[src/rtl/ahb_subordinate_sram.sv]
// AHB subordinate backed by a flop word memory, with fixed wait states,
// byte/halfword lanes and the two-cycle ERROR response for illegal accesses.
module ahb_subordinate_sram #(
  parameter int unsigned DATA_WDT    = 32,
  parameter int unsigned MEM_DEPTH   = 64,
  parameter int unsigned WAIT_STATES = 0
) (
  input  logic                i_hclk,
  input  logic                i_hreset_n,
  input  logic                i_hsel,
  input  logic [31:0]         i_haddr,
  input  logic [1:0]          i_htrans,
  input  logic                i_hwrite,
  input  logic [2:0]          i_hsize,
  input  logic [2:0]          i_hburst,
  input  logic [DATA_WDT-1:0] i_hwdata,
  input  logic                i_hready,
  output logic [DATA_WDT-1:0] o_hrdata,
  output logic                o_hready,
  output logic [1:0]          o_hresp
);

  localparam int unsigned NB    = DATA_WDT / 8;
  localparam int unsigned LW    = $clog2(NB);
  localparam int unsigned AW    = (MEM_DEPTH > 1) ? $clog2(MEM_DEPTH) : 1;
  localparam int unsigned BYTES = MEM_DEPTH * NB;
  localparam int unsigned CW    = 4;

  if (WAIT_STATES > 15) begin : g_ws_chk
    $fatal(1, "WAIT_STATES must be in 0..15");
  end
  if (DATA_WDT != 32 && DATA_WDT != 64) begin : g_dw_chk
    $fatal(1, "DATA_WDT must be 32 or 64");
  end

  typedef enum logic [1:0] {ST_IDLE, ST_WAIT, ST_ERR1, ST_ERR2} state_e;

  state_e                state_q, state_d;
  logic [CW-1:0]         cnt_q, cnt_d;
  logic                  pend_q, pend_d;
  logic                  hready_q, hready_d;
  logic [1:0]            hresp_q, hresp_d;
  logic                  write_q;
  logic [AW-1:0]         addr_q;
  logic [NB-1:0]         strb_q;
  logic [DATA_WDT-1:0]   rdata_q;
  logic [DATA_WDT-1:0]   mem_q [MEM_DEPTH];

  logic                  accept_c, illegal_c, legal_acc_c, err_acc_c;
  logic                  complete_c, commit_c, rd_phase_c;
  logic [31:0]           align_mask_c, lane_off_c, lane_cnt_c;
  logic [NB-1:0]         strb_c;
  logic [DATA_WDT-1:0]   rd_word_c, wr_word_c;
  logic                  unused_c;

  assign unused_c = ^{i_hburst, i_htrans[0]};

  // Address-phase decode; only accepted while this block is itself ready.
  assign accept_c     = i_hsel & i_hready & i_htrans[1] & hready_q;
  assign align_mask_c = (32'd1 << i_hsize) - 32'd1;
  assign illegal_c    = (i_haddr >= 32'(BYTES)) || (i_hsize > 3'(LW)) ||
                        ((i_haddr & align_mask_c) != 32'd0);
  assign legal_acc_c  = accept_c & ~illegal_c;
  assign err_acc_c    = accept_c & illegal_c;

  assign complete_c = pend_q & (state_q == ST_IDLE);
  assign commit_c   = complete_c & write_q;
  assign rd_phase_c = pend_q & ~write_q;

  assign lane_off_c = 32'(i_haddr[LW-1:0]);
  assign lane_cnt_c = 32'd1 << i_hsize;
  assign rd_word_c  = mem_q[addr_q];

  for (genvar k = 0; k < NB; k++) begin : g_lane
    assign strb_c[k] = (32'(k) >= lane_off_c) && (32'(k) < lane_off_c + lane_cnt_c);
    assign wr_word_c[8*k +: 8] = strb_q[k] ? i_hwdata[8*k +: 8] : rd_word_c[8*k +: 8];
  end

  assign o_hrdata = rd_phase_c ? rd_word_c : rdata_q;
  assign o_hready = hready_q;
  assign o_hresp  = hresp_q;

  always_comb begin
    state_d = state_q;
    cnt_d   = cnt_q;
    pend_d  = pend_q;
    if (complete_c) pend_d = 1'b0;
    case (state_q)
      ST_IDLE, ST_ERR2: begin
        state_d = ST_IDLE;
        if (err_acc_c) begin
          state_d = ST_ERR1;
          pend_d  = 1'b0;
        end else if (legal_acc_c) begin
          pend_d = 1'b1;
          if (WAIT_STATES != 0) begin
            state_d = ST_WAIT;
            cnt_d   = CW'(WAIT_STATES);
          end
        end
      end
      ST_WAIT: begin
        cnt_d = cnt_q - CW'(1);
        if (cnt_q == CW'(1)) state_d = ST_IDLE;
      end
      ST_ERR1: state_d = ST_ERR2;
      default: state_d = ST_IDLE;
    endcase
    hready_d = (state_d == ST_IDLE) || (state_d == ST_ERR2);
    hresp_d  = ((state_d == ST_ERR1) || (state_d == ST_ERR2)) ? 2'b01 : 2'b00;
  end

  always_ff @(posedge i_hclk or negedge i_hreset_n) begin
    if (!i_hreset_n) begin
      state_q  <= ST_IDLE;
      cnt_q    <= '0;
      pend_q   <= 1'b0;
      hready_q <= 1'b1;
      hresp_q  <= 2'b00;
      write_q  <= 1'b0;
      addr_q   <= '0;
      strb_q   <= '0;
      rdata_q  <= '0;
    end else begin
      state_q  <= state_d;
      cnt_q    <= cnt_d;
      pend_q   <= pend_d;
      hready_q <= hready_d;
      hresp_q  <= hresp_d;
      if (accept_c) begin
        write_q <= i_hwrite;
        addr_q  <= i_haddr[LW +: AW];
        strb_q  <= strb_c;
      end
      // Hold the last read word; an errored read presents zero.
      if (err_acc_c && !i_hwrite) rdata_q <= '0;
      else if (rd_phase_c)        rdata_q <= rd_word_c;
    end
  end

  always_ff @(posedge i_hclk or negedge i_hreset_n) begin
    if (!i_hreset_n) begin
      for (int unsigned i = 0; i < MEM_DEPTH; i++) mem_q[AW'(i)] <= '0;
    end else if (commit_c) begin
      mem_q[addr_q] <= wr_word_c;
    end
  end

endmodule

[config.mk]
export PLATFORM = sky130hd
export DESIGN_NAME = ahb_subordinate_sram
export DESIGN_NICKNAME = d
export VERILOG_FILES = /design/src/rtl/ahb_subordinate_sram.sv
export SDC_FILE = /design/constraint.sdc
export NUM_CORES = 2
export LEC_CHECK = 0
export ABC_CLOCK_PERIOD_IN_PS = 8400
export BUFFER_PORTS_ARGS = -buffer_cell sky130_fd_sc_hd__buf_2
export CAP_MARGIN = 15
export CORE_UTILIZATION = 35
export CTS_BUF_LIST = sky130_fd_sc_hd__clkbuf_8
export CTS_CLUSTER_DIAMETER = 120
export CTS_CLUSTER_SIZE = 25
export DETAILED_ROUTE_END_ITERATION = 12
export MAX_ROUTING_LAYER = met4
export SLEW_MARGIN = 20
export SYNTH_ARGS = -nofsm -noshare
export SYNTH_HDL_FRONTEND = slang
export SYNTH_SLANG_ARGS = --single-unit
[constraint.sdc]
create_clock -name i_hclk -period 8.4 [get_ports i_hclk]
set_input_delay 0.84 -clock i_hclk [delete_from_list [all_inputs] [get_ports i_hclk]]
set_output_delay 0.84 -clock i_hclk [all_outputs]
set_load 0.005 [all_outputs]
==> results.sh <==
export IMPL_status="finished clean"
export IMPL_max_stage_delay_ns=0.88
export IMPL_start_kind="register"
export IMPL_yosysMostFrequentCell="dfrtp_1"
export IMPL_cts_root_buf="clkbuf_8"
export IMPL_drive_gt1_share_pct=12.3
export IMPL_max_clock_freq_ghz=0.149
export IMPL_std_cell_rows=188
export IMPL_grt_usage_pct=23.7
export IMPL_worstSkewPairLatency_ns=0.95
export IMPL_io_pins=112
export IMPL_drtIter0Drc=7019
export IMPL_endpoint="o_hrdata[26]"
export IMPL_crit_path_start="addr_q[1]"
export IMPL_ff2ff_path_depth=10
export IMPL_ys_top_cells_by_area="dfrtp_1 (57%), o21ai_0 (11%), nand2_1 (8.5%)"
export IMPL_ff2ff_setup_slack_ns=2.71
export IMPL_final_setup_tns_ns=0
export IMPL_path_max_fanout=32
export IMPL_r2r_end="mem_q[794]"
export IMPL_ys_flop_type="dfrtp_1"
export IMPL_cts_resized=0
export IMPL_min_path_type="in -> reg"
export IMPL_maxSlewHeadroom_pct=10.0
export IMPL_synth_distinct_cells=87
export IMPL_cts_tree="yes"
export IMPL_slowest_stage="a211oi_1"
export IMPL_finalCriticalPeriod_ns=6.71
export IMPL_postLayoutCoreUtil_pct=37.2
export IMPL_met3_usage_pct=3.56
export IMPL_die_y_um=516
export IMPL_crit_type="reg -> out"
export IMPL_clk_path_buf_depth=3
export IMPL_synth_commonest_cells="dfrtp_1 (2098), nand2_1 (2097), o21ai_0 (1995), clkbuf_1 (661), mux2i_1 (334)"
export IMPL_dp_hpwl_um=186000
export IMPL_synth_top_area_cell="dfrtp_1"
export IMPL_cts_htree_levels=3
export IMPL_syn_inst=8965
export IMPL_first_pass_iters=7
export IMPL_reg2reg_from="addr_q[1]"
export IMPL_nNetsFinal=8610
export IMPL_setup_viol=0
export IMPL_gp_congestion=0.863
export IMPL_leakagePower_nw=44.0
export IMPL_post_cts_buffers=0
export IMPL_critPathRequiredTime_ns=7.56
export IMPL_via_count=68200
export IMPL_numCtsBuffers=94
export IMPL_cts_sinks=2099
export IMPL_powerDensity_nw_per_um2=204
export IMPL_tightest_slew_ns=1.34
export IMPL_worstPathArrival_ns=5.87
export IMPL_path_clk_slew_ns=0.16
export IMPL_maxSlewViolCount=0
export IMPL_vias_per_cell=5.65
export IMPL_cp_end_kind="output pin"
export IMPL_design_core_area_um2=263000
export IMPL_drv_cap=0
export IMPL_grt_pass1_wl_um=455000
export IMPL_hold_viol=0
export IMPL_rsz0062_at_grt="false"
export IMPL_peakVddDrop_uv=181
export IMPL_design_die_area_um2=267000
export IMPL_fin_crit_sh_pct=79.9
export IMPL_crit_chain="buf_4, nor2b_4, buf_4, a22oi_1, and3_1, a211oi_1, nand4_1, nor2_1, nor2_1, buf_2"
export IMPL_syn_num_nets=9052
export IMPL_grt_use_met1_pct=31.0
export IMPL_seq_area_frac_synth_pct=56.7
export IMPL_ant_nets=0
export IMPL_syn2layout_area_growth_pct=5.55
export IMPL_top_usage_layer="met2"
export IMPL_grt_overflow_total=0
export IMPL_initial_core_util_pct=35.2
export IMPL_async_flop_share_pct=100
export IMPL_fin_skew_ns=0.0552
export IMPL_numPortBuffers=106
export IMPL_drc_errors=0
export IMPL_grt_util_met2_pct=37.0
export IMPL_grt_max_degree=195
export IMPL_ys_seq_elements=2099
export IMPL_yosysTopAreaCellShare_pct=56.7
export IMPL_synth_area_um2=92600
export IMPL_antenna_found_initial=14
export IMPL_die_width_um=516
export IMPL_grt_pass1_vias=66000
export IMPL_yosysWarnings=0
export IMPL_synth_edf_count=0
export IMPL_avgSynthCellArea_um2=10.3
export IMPL_drt_wl_total_um=308000
export IMPL_wire_per_inst_um=25.6
==> timing repair <==
action / CTS / global route
hold buffers: 1 / 0
hold endpoints to repair: 131 / 0
endpoints found under the setup margin: 0 / 0
==> flip-flops by register name, indices dropped and copies added, names as in the netlist <==
register  cells
pend_q        1
o_hresp       1
rdata_q      32
o_hready      1
addr_q        6
mem_q      2048
strb_q        4
write_q       1
state_q       1
cnt_q         4
==> layer usage <==
metal / up-vias / part of all wire (%)
met3: 566 / 7.8
met2: 2690 / 46
met5: - / 0
li1: 30200 / -
met1: 34700 / 42
met4: 0 / 4.5
==> layout make-up <==
type	count	area [µm²]
Clock buffer	97	1340
Timing Repair Buffer	335	2540
Antenna cell	10	25.0
Clock inverter	15	76.3
Inverter	18	75.1
Tap cell	3515	4400
Multi-Input combinational cell	5975	36700
Fill cell	25700	165000
Sequential cell	2099	52500
==> worst max-delay path: cells and delay by family (launching register included) <==
family / cells / cell delay [ns]
simple gates: 5 / 1.85
compound gates: 2 / 1.02
buf+inv: 3 / 1.18
flops: 1 / 0.83
==> power by group <==
part	internal (mW)	switching [mW]	leakage, nW	total, mW
sequential	10.2	0.0942	19.0	10.3
combinational	1.31	4.21	24.3	5.52
clock	1.06	3.11	0.778	4.17
total	12.6	7.42	44.0	20.0
==> cell families after synthesis <==
logic type                 count (synthesis)  synth area share (%)
muxes                                    809                  11.7
and+or+nand+nor                         2404                  10.3
other                                      1               0.00405
xor gates and xnor gates                   3                0.0284
buffers and inverters                    891                  4.23
adders and majority gates                 10                 0.143
AOI/OAI and AO/OA                       2748                  16.9
DFF                                     2099                  56.7
==> per-stage QoR <==
step / hold WS, ns / power (mW) / setup WS [ns] / cells / area [µm²]
finish: 0.143 / 20.0 / 1.69 / 12100 / 97700
global route: 0.129 / 20.6 / 1.71 / 12100 / 97700
CTS: 0.0721 / 19.9 / 1.82 / 12100 / 97600
detailed placement: 0.463 / 15.8 / 2.77 / 11900 / 96200
global placement: 0.454 / 15.7 / 2.85 / 11900 / 96200
floorplan: 0.442 / 13.4 / 4.86 / 8965 / 92600
==> cell usage in the layout, fill, tap and decap left out, types with 24 or more instances in the layout <==
cell type	synthesis	routed
nor2b_1	30	24
mux2i_1	334	332
o22ai_1	93	91
buf_2	108	105
a211oi_1	71	69
o21ai_0	1995	1995
clkbuf_8	0	97
a22oi_1	155	155
nand2_1	2097	2032
a221oi_1	114	114
inv_1	16	26
nand2_2	0	63
dfrtp_1	2098	2095
a21oi_1	123	123
buf_4	17	206
mux2_2	284	284
nor2_1	121	109
nand2b_1	28	27
mux4_2	188	188
==> how the worst min path moves through the flow <==
stage / start / to / slack, ns / depth (start not counted)
floorplan: mem_q[1224] / mem_q[1224] / 0.44 / 2
global placement: mem_q[755] / mem_q[755] / 0.45 / 2
detailed placement: mem_q[755] / mem_q[755] / 0.46 / 2
CTS: i_haddr[5] / addr_q[3] / 0.07 / 2
global route: i_haddr[5] / addr_q[3] / 0.13 / 2
finish: i_haddr[5] / addr_q[3] / 0.14 / 2
(Power assumes the default switching activity.)
